## src/rtl/unified_mem_arbiter.sv

```systemverilog
// Arbitrates one single-port memory between fetch and load/store requesters, data first,
// with a starvation guard for fetch. Optional perf counters: UNIFIED_MEM_ARB_PERF_EN.
module unified_mem_arbiter #(
    parameter int ADDR_W   = 32,
    parameter int DATA_W   = 32,
    parameter int MEM_LAT  = 1,
    parameter int MAX_WAIT = 3
) (
    input  logic                  clk_i,
    input  logic                  reset_i,
    input  logic                  if_req_i,
    input  logic [ADDR_W-1:0]     if_addr_i,
    output logic                  if_gnt_o,
    output logic                  if_rvalid_o,
    output logic [DATA_W-1:0]     if_rdata_o,
    input  logic                  d_req_i,
    input  logic                  d_we_i,
    input  logic [DATA_W/8-1:0]   d_be_i,
    input  logic [ADDR_W-1:0]     d_addr_i,
    input  logic [DATA_W-1:0]     d_wdata_i,
    output logic                  d_gnt_o,
    output logic                  d_rvalid_o,
    output logic [DATA_W-1:0]     d_rdata_o,
    output logic                  mem_req_o,
    output logic                  mem_we_o,
    output logic [DATA_W/8-1:0]   mem_be_o,
    output logic [ADDR_W-1:0]     mem_addr_o,
    output logic [DATA_W-1:0]     mem_wdata_o,
`ifdef UNIFIED_MEM_ARB_PERF_EN
    output logic [31:0]           conflict_cnt_o,
    output logic [31:0]           forced_cnt_o,
`endif
    input  logic [DATA_W-1:0]     mem_rdata_i
);
    localparam int BE_W = DATA_W / 8;
    localparam int TAIL = MEM_LAT - 1;
    localparam logic [3:0] MAX_WAIT_C = 4'(MAX_WAIT);

    logic [3:0]         wait_cnt_q, wait_cnt_d;
    logic [MEM_LAT-1:0] vld_q, vld_d;
    logic [MEM_LAT-1:0] own_q, own_d;   // 1 = data requester
    logic               force_fetch;

    // Requests are masked while reset is held so nothing leaks to memory.
    always_comb begin
        force_fetch = reset_i && if_req_i && (wait_cnt_q == MAX_WAIT_C);
        if_gnt_o    = force_fetch || (reset_i && if_req_i && !d_req_i);
        d_gnt_o     = reset_i && d_req_i && !force_fetch;

        if (if_req_i && !if_gnt_o)
            wait_cnt_d = (wait_cnt_q == MAX_WAIT_C) ? wait_cnt_q : wait_cnt_q + 4'd1;
        else
            wait_cnt_d = 4'd0;
    end

    always_comb begin
        mem_req_o   = if_gnt_o || d_gnt_o;
        mem_we_o    = d_gnt_o && d_we_i;
        mem_be_o    = '0;
        mem_addr_o  = '0;
        mem_wdata_o = '0;
        if (if_gnt_o) begin
            mem_be_o   = {BE_W{1'b1}};
            mem_addr_o = if_addr_i;
        end else if (d_gnt_o) begin
            mem_be_o    = d_be_i;
            mem_addr_o  = d_addr_i;
            mem_wdata_o = d_wdata_i;
        end
    end

    // Stores push an invalid slot so the tail stays aligned with the memory latency.
    always_comb begin
        vld_d    = '0;
        own_d    = '0;
        vld_d[0] = if_gnt_o || (d_gnt_o && !d_we_i);
        own_d[0] = d_gnt_o;
        for (int i = 1; i < MEM_LAT; i++) begin
            vld_d[i] = vld_q[i-1];
            own_d[i] = own_q[i-1];
        end
    end

    always_comb begin
        if_rvalid_o = vld_q[TAIL] && !own_q[TAIL];
        d_rvalid_o  = vld_q[TAIL] && own_q[TAIL];
        if_rdata_o  = if_rvalid_o ? mem_rdata_i : '0;
        d_rdata_o   = d_rvalid_o  ? mem_rdata_i : '0;
    end

    always_ff @(posedge clk_i or negedge reset_i) begin
        if (!reset_i) begin
            wait_cnt_q <= 4'd0;
            vld_q      <= '0;
            own_q      <= '0;
        end else begin
            wait_cnt_q <= wait_cnt_d;
            vld_q      <= vld_d;
            own_q      <= own_d;
        end
    end

`ifdef UNIFIED_MEM_ARB_PERF_EN
    logic [31:0] conflict_cnt_q, conflict_cnt_d;
    logic [31:0] forced_cnt_q, forced_cnt_d;

    always_comb begin
        conflict_cnt_d = conflict_cnt_q + {31'd0, (if_req_i && d_req_i)};
        forced_cnt_d   = forced_cnt_q + {31'd0, force_fetch};
        conflict_cnt_o = conflict_cnt_q;
        forced_cnt_o   = forced_cnt_q;
    end

    always_ff @(posedge clk_i or negedge reset_i) begin
        if (!reset_i) begin
            conflict_cnt_q <= 32'd0;
            forced_cnt_q   <= 32'd0;
        end else begin
            conflict_cnt_q <= conflict_cnt_d;
            forced_cnt_q   <= forced_cnt_d;
        end
    end
`endif

endmodule

```

## config.mk

```make
export PLATFORM = sky130hd
export DESIGN_NAME = unified_mem_arbiter
export DESIGN_NICKNAME = d
export VERILOG_FILES = /design/src/rtl/unified_mem_arbiter.sv
export SDC_FILE = /design/constraint.sdc
export NUM_CORES = 1
export LEC_CHECK = 0
export ABC_CLOCK_PERIOD_IN_PS = 1850
export CAP_MARGIN = 15
export CORE_AREA = 2 2 107 109
export DETAILED_ROUTE_END_ITERATION = 10
export DIE_AREA = 0 0 109 111
export SYNTH_ARGS = -nofsm -noshare
export SYNTH_HDL_FRONTEND = slang
export SYNTH_SLANG_ARGS = --single-unit
```

## constraint.sdc

```tcl
create_clock -name clk_i -period 1.85 [get_ports clk_i]
set_input_delay 0.37 -clock clk_i [delete_from_list [all_inputs] [get_ports clk_i]]
set_output_delay 0.37 -clock clk_i [all_outputs]
set_load 0.05 [all_outputs]
```

==> out/metrics.yaml <==
finalNetCount: 626
postSynthRegisterBits: 6
critical_path_arrival_ns: 1.96
leading_area_contributor_after_synthesis: "and2_1"
cts-root-to-sink-buffers: 2
clock_latency_ns: 0.23
finalHoldViolCount: 0
crit_required_ns: 1.48
core_area_sq_um: 11080
crit_fanout: 8
tritoncts_clock_tree: "yes"
yosys_warnings: 0
r2r-start: "wait_cnt_q[1]"
boundaryPins: 275
synthDistinctLibCells: 24
cts.root.buffer_cell: "clkbuf_16"
cts.htree.levels: 1
placement_rows: 39
initial_utilization_pct: 12.35
wire_per_inst_microns: 16.58
synth.yosys.seq_area_share_pct: 10.98
run_status: "finished with violations"
number_of_max_slew_violations_in_the_final_report: 0
global_route.overflow_total: 0
finalSetupTns_ns: -27.32
regToRegSetupSlack_ns: 0.14
final_hold_slack_ns: 0.2634
syn-cell-area_sq_um: 1368
r2r_endpoint: "vld_q"
violations: "setup timing"
power_density_nw_per_um2: 376.8
gpl.final_weighted_congestion: 0.7692
maxClockFrequency_ghz: 0.4294
antenna_found_initial: 1
power.ir.vdd_worst_mv: 0.2926
postSynthNetCount: 327
power.static_leakage_nw: 2.900
fillCellCount: 869
dpl-instance-area_sq_um: 6107
drt_iter0_markers: 146
fin_crit_sh_pct: 125.9
synth_area_per_cell_sq_um: 7.236
synth_top_area_share_pct: 30.19
floorplan.die_area_sq_um: 12100
grt_max_degree: 34
route.detailed.drc: 0
mostFrequentLayoutCell: "buf_12"
mostFrequentLayoutCells: "142 x buf_12, 133 x clkdlybuf4s50_1, 33 x and2_4"
drive_above_1_share_pct: 54.53
cp-end-kind: "output port"
cts_buffers: 3
wire_length_of_the_first_global_routing_pass_mm: 15.88
r2r_cells: 8
worst_slew_pin_slew_ns: 0.2692
grt_use_total_pct: 16.98
die_y_microns: 111
buffers_added_on_ports: 274
drt.antenna.violating_nets: 0
post-dp-hpwl_mm: 8.436
cts-hold-fix-buffers: 0
detail_route.first_pass.iterations: 4
post_synth_main_area_contributors: "and2_1 30%, a22o_1 20%, and3_1 15%, dfrtp_1 11%, clkbuf_1 3.8%"
fin_ws_ns: -0.4786
number_of_clock_sinks: 6
setup-violations-final: 71
finalInstanceArea_sq_um: 6541
area.growth.synth_to_final_pct: 378.3
routed_via_density: 4.243
fin_worst_skew_ns: 0.0005377
rsz0062_at_grt: "true"
floorplan.die.width_microns: 109
worst-setup-path-type: "flop to output port"
worstSetupStartpointType: "flop"
fin_crit_ns: 2.329
synth_cells: 189
max_slew_margin_pct: 81.86
via_count_of_the_first_global_routing_pass: 2906
max_cap_viol_count: 0
cts.reportedPaths.clkPinSlew_ns: 0.03
via_count: 2669
wl_mm: 10.43
hold_path.class: "input pin to asynchronous set/reset pin"
num_antenna_cells: 0
[synthesized netlist by cell type]
master,number
and2_1,66
a22o_1,32
and3_1,32
clkbuf_1,14
dfrtp_1,6
nand3_1,6
a21o_1,5
nor2_1,4
buf_2,3
nand2_1,3
a21oi_2,2
buf_8,2
inv_1,2
nor2b_1,2
buf_6,1
ha_1,1
mux2_2,1
nand3b_1,1
nand4_1,1
nand4b_1,1
nor3b_2,1
o21ai_0,1
or3b_4,1
xor2_1,1
[critical path: stages, from the launching register on]
cell and delay, ns:
dfrtp_1 0.40, ha_4 0.17, or3b_4 0.41, a21oi_4 0.18
buf_6 0.15, clkbuf_16 0.16, a22o_4 0.14, buf_12 0.13
[kinds of logic (layout without fill, tap and decap cells)]
| kind of cell | Yosys count | count (layout) | synth area share, % |
|---|---|---|---|
| mux | 1 | 1 | 0.8234 |
| xor+xnor | 1 | 1 | 0.6406 |
| fa+ha+maj | 1 | 1 | 0.9148 |
| flops | 6 | 6 | 10.98 |
| simple gates | 118 | 118 | 53.25 |
| buf+inv | 22 | 319 | 8.509 |
| compound gates | 40 | 40 | 24.89 |
[per-layer routing]
metal	vias to the layer above	part of all wire [%]	global-route usage, %	wire length, microns
met5	-	0.12	0	13
met4	2	1.4	4.017	145
met3	13	11	5.820	1189
met2	166	58	34.04	6008
met1	1221	29	15.83	3068
li1	1267	-	-	-
[worst max-delay path by stage]
stage	start	end	cells after the start
3_5_place_dp	d_req_i	mem_addr_o[1]	6
6_report	wait_cnt_q[1]	mem_addr_o[6]	7
2_1_floorplan	wait_cnt_q[0]	mem_addr_o[10]	6
4_1_cts	wait_cnt_q[0]	mem_be_o[1]	8
3_3_place_gp	d_req_i	mem_wdata_o[22]	6
5_1_grt	wait_cnt_q[1]	mem_addr_o[6]	7
[power by group]
part / total (mW) / switching, mW / internal, mW / leakage (nW)
registers: 0.153 / 0.0104 / 0.142 / 0.0797
clock network: 0.360 / 0.0819 / 0.278 / 0.0370
logic: 1.95 / 0.888 / 1.06 / 2.78
total: 2.47 / 0.980 / 1.48 / 2.90
[cell type report]
cell class,instances,area [sq um],area share [%]
Multi-Input combinational cell,161,1486,22.72
Clock buffer,3,75.07,1.148
Sequential cell,6,150.1,2.295
Timing Repair Buffer,314,4643,70.98
Inverter,2,7.507,0.1148
Tap cell,143,178.9,2.735
[per-stage QoR]
step           std cells  util, %  worst slack, ns  total power, mW
2_1_floorplan        189        -          -0.1466           0.9677
3_3_place_gp         604    55.13          -0.4966            1.988
3_5_place_dp         604    55.13          -0.4975            2.004
4_1_cts              628    58.79          -0.4838            2.473
5_1_grt              629    59.05          -0.5177            2.558
6_report             629    59.05          -0.4786            2.465
[registers in the layout, summed over array words and instances (netlist names)]
name,flops
vld_q,1
wait_cnt_q,4
own_q,1
[timing repair]
action,4_1_cts,5_1_grt
gates cloned,5,3
setup endpoints to repair,72,73
buffers inserted,16,4
pin swaps,14,20
gates resized for setup,23,7
Note: power is estimated with default switching activity, not from simulation.
